[config.mk]
export PLATFORM = sky130hd
export DESIGN_NAME = pipeline_fetch_queue
export DESIGN_NICKNAME = d
export VERILOG_FILES = /design/src/rtl/pipeline_fetch_queue.sv
export SDC_FILE = /design/constraint.sdc
export NUM_CORES = 1
export LEC_CHECK = 0
export CORE_MARGIN = 2
export CORE_UTILIZATION = 58
export DETAILED_ROUTE_END_ITERATION = 8
export PLACE_DENSITY = 0.82
export RECOVER_POWER = 100
export SLEW_MARGIN = 25
export SYNTH_ARGS = -nofsm -noshare
export SYNTH_HDL_FRONTEND = slang
export SYNTH_SLANG_ARGS = --single-unit
[constraint.sdc]
create_clock -name clk -period 5.14 [get_ports clk]
set_input_delay 0.514 -clock clk [delete_from_list [all_inputs] [get_ports clk]]
set_output_delay 0.514 -clock clk [all_outputs]
set_load 0.05 [all_outputs]
[src/rtl/pipeline_fetch_queue.sv]
// pipeline_fetch_queue
// ---------------------------------------------------------------------------
// Consumer side of the fetch PC register. Issues one instruction-memory read
// per PC, captures {instruction, pc} into a small in-order queue for decode,
// and drives stall back to the PC register so the PC advances exactly once
// per accepted fetch, or immediately on a redirect.
//
// Optional feature: define FETCH_BYPASS_EN to forward a response straight to
// decode (same cycle) when the queue is empty and decode is ready.
//
// Ports:
//   clk, rst            clock; synchronous active-high reset
//   pc                  current fetch PC from the PC register
//   stall               1 = hold PC register, 0 = PC register advances
//   mispredict_br_en    redirect/flush (same pulse the PC register consumes)
//   imem_addr           read address (holds its last value while idle)
//   imem_rmask          4'hF = request this cycle, 4'h0 = no request
//   imem_rdata          read data, valid with imem_resp
//   imem_resp           one-cycle pulse per request
//   inst_valid          queue head valid
//   inst, inst_pc       queue head instruction and its PC
//   decode_ready        decode accepts the head this cycle
//   state_dbg           FSM state: 0 = IDLE, 1 = WAIT, 2 = DISCARD
//   count_dbg           queue occupancy
//
// Handshake: the decode transfer happens in a cycle where inst_valid and
// decode_ready are both high and mispredict_br_en is low; inst/inst_pc are
// stable while inst_valid is high and decode_ready is low. A memory request
// is a single cycle with imem_rmask = 4'hF; exactly one imem_resp pulse
// answers it, at the earliest one cycle later.
// ---------------------------------------------------------------------------
module pipeline_fetch_queue #(
    parameter int DEPTH = 4
) (
    input  logic                     clk,
    input  logic                     rst,
    input  logic [31:0]              pc,
    output logic                     stall,
    input  logic                     mispredict_br_en,
    output logic [31:0]              imem_addr,
    output logic [3:0]               imem_rmask,
    input  logic [31:0]              imem_rdata,
    input  logic                     imem_resp,
    output logic                     inst_valid,
    output logic [31:0]              inst,
    output logic [31:0]              inst_pc,
    input  logic                     decode_ready,
    output logic [1:0]               state_dbg,
    output logic [$clog2(DEPTH):0]   count_dbg
);

    localparam int AW = $clog2(DEPTH);
    localparam int CW = AW + 1;
    localparam logic [CW-1:0] FULL = CW'(DEPTH);

    typedef enum logic [1:0] {
        S_IDLE    = 2'd0,
        S_WAIT    = 2'd1,
        S_DISCARD = 2'd2
    } state_t;

    state_t          state, state_d;
    logic [31:0]     q_inst [DEPTH];
    logic [31:0]     q_pc   [DEPTH];
    logic [AW-1:0]   wr_ptr, rd_ptr;
    logic [CW-1:0]   count;
    logic [31:0]     addr_q;

    logic req;       // request issued this cycle
    logic accept;    // kept response arrives this cycle
    logic byp;       // accepted response forwarded directly to decode
    logic wr_en;
    logic pop;
    logic q_valid;

    assign q_valid = (count != '0);

    // A request is only issued with free space, so the later push can never
    // overflow: in WAIT the queue can only drain.
    assign req    = (state == S_IDLE) && (count < FULL) && !mispredict_br_en && !rst;
    assign accept = (state == S_WAIT) && imem_resp && !mispredict_br_en && !rst;

`ifdef FETCH_BYPASS_EN
    assign byp = accept && !q_valid && decode_ready;
`else
    assign byp = 1'b0;
`endif

    assign wr_en = accept && !byp;
    assign pop   = q_valid && decode_ready && !mispredict_br_en;

    // PC register moves on an accepted fetch or takes the redirect.
    assign stall      = rst || !(accept || mispredict_br_en);
    assign imem_rmask = req ? 4'hF : 4'h0;
    assign imem_addr  = req ? pc : addr_q;
    assign inst_valid = !rst && (q_valid || byp);
    assign state_dbg  = state;
    assign count_dbg  = count;

    always_comb begin
        inst    = '0;
        inst_pc = '0;
        if (byp) begin
            inst    = imem_rdata;
            inst_pc = pc;
        end else if (q_valid && !rst) begin
            inst    = q_inst[rd_ptr];
            inst_pc = q_pc[rd_ptr];
        end
    end

    // Next-state logic. A response always ends the outstanding request, even
    // when a flush arrives in the same cycle (the data is simply dropped).
    always_comb begin
        state_d = state;
        case (state)
            S_IDLE: begin
                if (req) state_d = S_WAIT;
            end
            S_WAIT: begin
                if (imem_resp)             state_d = S_IDLE;
                else if (mispredict_br_en) state_d = S_DISCARD;
            end
            S_DISCARD: begin
                if (imem_resp) state_d = S_IDLE;
            end
            default: state_d = S_IDLE;
        endcase
    end

    always_ff @(posedge clk) begin
        if (rst) begin
            state  <= S_IDLE;
            count  <= '0;
            wr_ptr <= '0;
            rd_ptr <= '0;
            addr_q <= '0;
        end else begin
            state <= state_d;
            if (req) addr_q <= pc;
            if (mispredict_br_en) begin
                // Flush wins over any push or pop in the same cycle.
                count  <= '0;
                wr_ptr <= '0;
                rd_ptr <= '0;
            end else begin
                if (wr_en) wr_ptr <= wr_ptr + AW'(1);
                if (pop)   rd_ptr <= rd_ptr + AW'(1);
                case ({wr_en, pop})
                    2'b10:   count <= count + CW'(1);
                    2'b01:   count <= count - CW'(1);
                    default: count <= count;
                endcase
            end
        end
    end

    // Storage needs no reset: entries are only read while count says valid.
    always_ff @(posedge clk) begin
        if (wr_en) begin
            q_inst[wr_ptr] <= imem_rdata;
            q_pc[wr_ptr]   <= pc;
        end
    end

endmodule
Word-level counts from Yosys, hierarchy flattened
Memory sizes are Yosys's and may differ from the RTL's. A register that Yosys moved wholly into a read port is not among the register bits.
Cells that the tools add are included.
{"block": "op_classes", "addsub": 4, "order_cmp": 1, "eq_ne": 7, "muxes": 16, "reduce_logical": 19}
{"cell": "32-bit 2-to-1 mux", "n": 3}
{"cell": "2-bit 2-to-1 mux", "n": 8}
{"cell": "1-bit logical AND", "n": 9}
{"cell": "2-bit one-hot mux with 3 select lines", "n": 1}
{"cell": "3-bit one-hot mux with 2 select lines", "n": 1}
{"cell": "2-bit by 1-bit adder with 2-bit output (second input constant)", "n": 2}
{"cell": "2-bit by 1-bit equality test with 1-bit output (second input constant)", "n": 2}
{"cell": "2-bit equality test (second input constant)", "n": 2}
{"cell": "4-bit 2-to-1 mux", "n": 1}
{"cell": "2-bit inequality test (second input constant)", "n": 2}
{"cell": "3-bit by 1-bit adder with 3-bit output (second input constant)", "n": 1}
{"cell": "1-bit logical NOT", "n": 3}
{"cell": "3-bit < comparator (second input constant)", "n": 1}
{"cell": "3-bit inequality test (second input constant)", "n": 1}
{"cell": "3-bit AND reduction", "n": 1}
{"cell": "3-bit nonzero test", "n": 1}
{"cell": "3-bit by 1-bit subtractor with 3-bit output (second input constant)", "n": 1}
{"cell": "2-bit logical NOT", "n": 1}
{"cell": "1-bit logical OR", "n": 2}
{"cell": "1-bit 2-to-1 mux", "n": 2}
{"cell": "2-bit nonzero test", "n": 1}
{"cell": "2-bit OR reduction", "n": 1}
{"block": "word_totals", "ff_bits": 41, "ramBits": 256, "output_inout_bits": 107, "word_cells": 54, "mem_count": 2}
{"name": "q_inst", "depth": 4, "width": 32, "read_ports": 1, "rd_ports_with_merged_regs": 1, "write_ports": 1, "line": "63", "rtl": "logic [31:0] q_inst [DEPTH];"}
{"name": "q_pc", "depth": 4, "width": 32, "read_ports": 1, "rd_ports_with_merged_regs": 1, "write_ports": 1, "line": "64", "rtl": "logic [31:0] q_pc [DEPTH];"}

Depth between registers and ports, before layout
{"block": "depth", "depth_word": 7, "ltp_mapped": 11}

Least setup slack after synthesis
OpenSTA, ideal clock, no wires.
{"block": "synth_timing", "kind": "input-to-reg", "start": "input port mispredict_br_en", "end": "memory q_inst[0][0], enable pin", "t_arrival_ns": 2.803, "required_ns": 4.711, "path_slack_ns": 1.908, "stages": 5, "n_path_buf": 2, "path_cell_list": "buf_6 -> or2_2 -> clkbuf_1 -> nor2_1 -> and2_1"}
{"block": "synth_via", "elab_chain_cells": 5}
{"element": "start: declaration", "line": "39", "rtl": "input logic mispredict_br_en,"}
{"element": "1-bit logical NOT", "line": "81", "rtl": "assign accept = (state == S_WAIT) && imem_resp && !mispredict_br_en && !rst;"}
{"element": "1-bit logical AND (2 in a row)", "line": "81"}
{"element": "1-bit 2-to-1 mux", "line": "160", "rtl": "if (wr_en) begin"}
{"element": "1-bit 2-to-1 mux (not written as such)", "line": "161", "rtl": "q_inst[wr_ptr] <= imem_rdata;"}
{"element": "end: declaration", "line": "63"}
Every way passes these cells.

Final worst setup path
{"block": "layout_timing", "start": "register count[2] (netlist: count_dbg[2])", "end": "output port inst[17]"}
{"block": "layout_via", "elab_chain_cells": 3}
{"element": "start: declaration", "line": "66", "rtl": "logic [CW-1:0] count;"}
{"element": "start signal: assignment", "line": "150", "rtl": "2'b10: count <= count + CW'(1);"}
{"element": "start signal: assignment", "line": "151", "rtl": "2'b01: count <= count - CW'(1);"}
{"element": "start signal: assignment", "line": "152", "rtl": "default: count <= count;"}
{"element": "3-bit nonzero test", "line": "76", "rtl": "assign q_valid = (count != '0);"}
{"element": "1-bit logical AND", "line": "106", "rtl": "end else if (q_valid && !rst) begin"}
{"element": "32-bit 2-to-1 mux", "line": "106"}
{"element": "end: declaration", "line": "45", "rtl": "output logic [31:0] inst,"}
Every way passes these cells.

==> impl_metrics.env <==
export IMPL_tightest_slew_ps=1812
export IMPL_placed_cells=1061
export IMPL_startpoint_type="register"
export IMPL_num_fill_cells=1217
export IMPL_critPathCaptureType="output port"
export IMPL_ctsResizeCount=0
export IMPL_nets=897
export IMPL_synth_largest_area_cell="edfxtp_1"
export IMPL_timing_rr_end="q_inst[2][14]"
export IMPL_seqPwrFrac_pct=52.7
export IMPL_path_clk_slew_ps=60
export IMPL_comb_power_share_pct=5.3
export IMPL_synth_main_ff_cell="edfxtp_1"
export IMPL_portBuffers=175
export IMPL_gr_total_overflow=0
export IMPL_worstPathMaxFanout=37
export IMPL_hp_class="register to register"
export IMPL_insertion_delay_ps=540
export IMPL_stdcell_count=1115
export IMPL_maxSlewHeadroom_pct=-20.77
export IMPL_total_power_mw=5.031
export IMPL_tns_ps=0
export IMPL_yosys_warnings=0
export IMPL_synth_area_leaders="edfxtp_1, mux4_2, dfxtp_1"
export IMPL_cts_sinks=299
export IMPL_fp_coreArea_um2=20100
export IMPL_setup_viol=0
export IMPL_antenna_found_initial=1
export IMPL_max_freq_mhz=232.9
export IMPL_p_leak_nw=5.078
export IMPL_synth_top_area_share_pct=65.30
export IMPL_place_congestion=0.7895
export IMPL_r2r_start="state_dbg[1]"
export IMPL_violations="max-capacitance violations, max-slew violations"
export IMPL_reg2reg_slack_ps=2330
export IMPL_drtIter0Drc=330
export IMPL_seqCellArea_um2=8556
export IMPL_maxSlewViolCount=260
export IMPL_post_cts_setup_buffer_count=0
export IMPL_yosysMostFrequentCell="edfxtp_1"
export IMPL_grt_pass1_wl_um=36890
export IMPL_p_clk_share_pct=42.0
export IMPL_start_util_pct=58.56
export IMPL_rows=52
export IMPL_hold_viol_final=0
export IMPL_hpwl_um=14000
export IMPL_cts_made_buffers=29
export IMPL_final_core_util_pct=72.05
export IMPL_synth_edf_count=256
export IMPL_critPathKind="register to output port"
export IMPL_worst_r2r_cell_count=3
export IMPL_ys_seq_area_share_pct=72.61
export IMPL_syn_num_nets=731
export IMPL_fin_area_um2=14490
export IMPL_vias_per_cell=5.761
export IMPL_ant_nets=0
export IMPL_ys_ff_latch=299
export IMPL_cap_violations=5
export IMPL_period_needed_ps=4294
export IMPL_grt_max_degree=65
export IMPL_dieArea_um2=21450
export IMPL_drive_above_1_share_pct=14.91
export IMPL_synth_common_cells="edfxtp_1, and2_1, mux4_2"
export IMPL_drc=0
export IMPL_finalWirelength_um=23830
export IMPL_worst_ir_drop_vdd_mv=0.2717
export IMPL_synth_distinct_cells=32
export IMPL_required_ps=4630
export IMPL_p_int_mw=4.007
export IMPL_routedWlPerCell_um=21.37
export IMPL_setup_ws_ps=846.2
export IMPL_cts_tree="yes"
export IMPL_syn_area_um2=11770
export IMPL_fin_crit_sh_pct=83.54
export IMPL_clockRootBuffer="clkbuf_16"
export IMPL_grt_usage_pct=22.26
export IMPL_drtPass1Iterations=5
export IMPL_status="complete, but fails checks"
export IMPL_multiInputGateArea_um2=2811
export IMPL_worstPathArrival_ps=3780
export IMPL_pwr_density_cell_nw_per_um2=347.3
export IMPL_placed_area_um2=13630
export IMPL_fin_hold_ws_ps=499.3
export IMPL_hold_path_startpoint="rd_ptr[1]"
export IMPL_synth_cells=656
export IMPL_rsz0062_at_grt="no"
export IMPL_vias=6423
export IMPL_switchingPower_mw=1.024
export IMPL_syn_to_final_growth_pct=23.04
export IMPL_io_pins=176
export IMPL_htreeDepth=1
export IMPL_die_y_um=146.5
export IMPL_avgSynthCellArea_um2=17.95
export IMPL_preCtsSetupSlack_ps=1379
export IMPL_die_w_um=146.5
export IMPL_fin_skew_ps=11.10
export IMPL_cts_buffer_depth=3
export IMPL_swShare_pct=20.36
export IMPL_grt_pass1_vias=6691
export IMPL_async_flop_share_pct=0
export IMPL_hold_depth=2
export IMPL_antenna_cells=0
export IMPL_cts_hold_buffers=0
## how the worst max path moves through the flow
stage / start / endpoint / cells after the start
6_report: count_dbg[2] / inst[17] / 5
5_1_grt: count_dbg[2] / inst[16] / 5
4_1_cts: register / inst[17] / 4
3_5_place_dp: mispredict_br_en / imem_rmask[3] / 4
3_3_place_gp: mispredict_br_en / imem_rmask[2] / 4
2_1_floorplan: mispredict_br_en / q_inst[0][0] / 5
## registers in the layout (all words and copies together), names as in the netlist, named ones only
signal / count
addr_q: 32
count_dbg: 3
q_inst: 128
q_pc: 128
rd_ptr: 2
state_dbg: 2
wr_ptr: 2
## cells in the final DEF (no fill, tap or decap), drive strengths merged, types with 3 or more instances in the layout
| cell | synthesis | final |
|---|---|---|
| edfxtp | 256 | 256 |
| dlygate4sd3 | 0 | 167 |
| and2 | 68 | 68 |
| mux4 | 64 | 64 |
| clkbuf | 17 | 49 |
| dfxtp | 43 | 43 |
| a21oi | 36 | 36 |
| o21ai | 34 | 34 |
| nand2 | 34 | 34 |
| nand3 | 32 | 32 |
| nor2 | 10 | 10 |
| inv | 7 | 8 |
| clkdlybuf4s50 | 0 | 7 |
| buf | 28 | 6 |
| ha | 5 | 5 |
| or3 | 4 | 4 |
| mux2i | 3 | 3 |
| nor3 | 3 | 3 |
## layer usage
metal	share of wire (%)	track usage (%)	vias to the layer above
met5	0.055	0	-
met4	2.0	6.117	2
met3	8.7	5.094	41
met2	50	37.00	305
met1	40	30.19	3205
li1	-	-	2870
## area by class of cell
| type | instances | area share, % |
|---|---|---|
| clock buffer | 49 | 6.150 |
| sequential | 299 | 59.07 |
| multi-input combinational | 305 | 19.41 |
| inverter | 7 | 0.1814 |
| clock inverter | 5 | 0.5442 |
| timing repair buffer | 180 | 12.32 |
| tap | 270 | 2.332 |
## logic make-up (layout without fill, tap and decap cells)
kind of cell	Yosys count	count (layout)	synth area share, %
adder cells (fa/ha/maj)	6	6	0.7015
AO/OA/AOI/OAI	71	71	3.932
AND/OR/NAND/NOR	157	157	7.153
flip-flops	299	299	72.61
buffers and inverters	52	241	2.785
multiplexers	68	68	12.59
XOR/XNOR	3	3	0.2232
## power groups by stage
stage	registers (mW)	logic, mW	clock network, mW
final	2.65	0.266	2.11
after global routing	2.65	0.281	2.24
after CTS	2.65	0.294	2.14
after detailed placement	2.71	0.292	0
after global placement	2.70	0.282	0
after floorplan	2.71	0.156	0
## critical path, stage by stage (launching register included)
cell and delay, ps:
dfxtp_1 480, nor3_2 120, nor2_2 1110, buf_4 430, and2_1 200, dlygate4sd3_1 880
(Power assumes the default switching activity.)
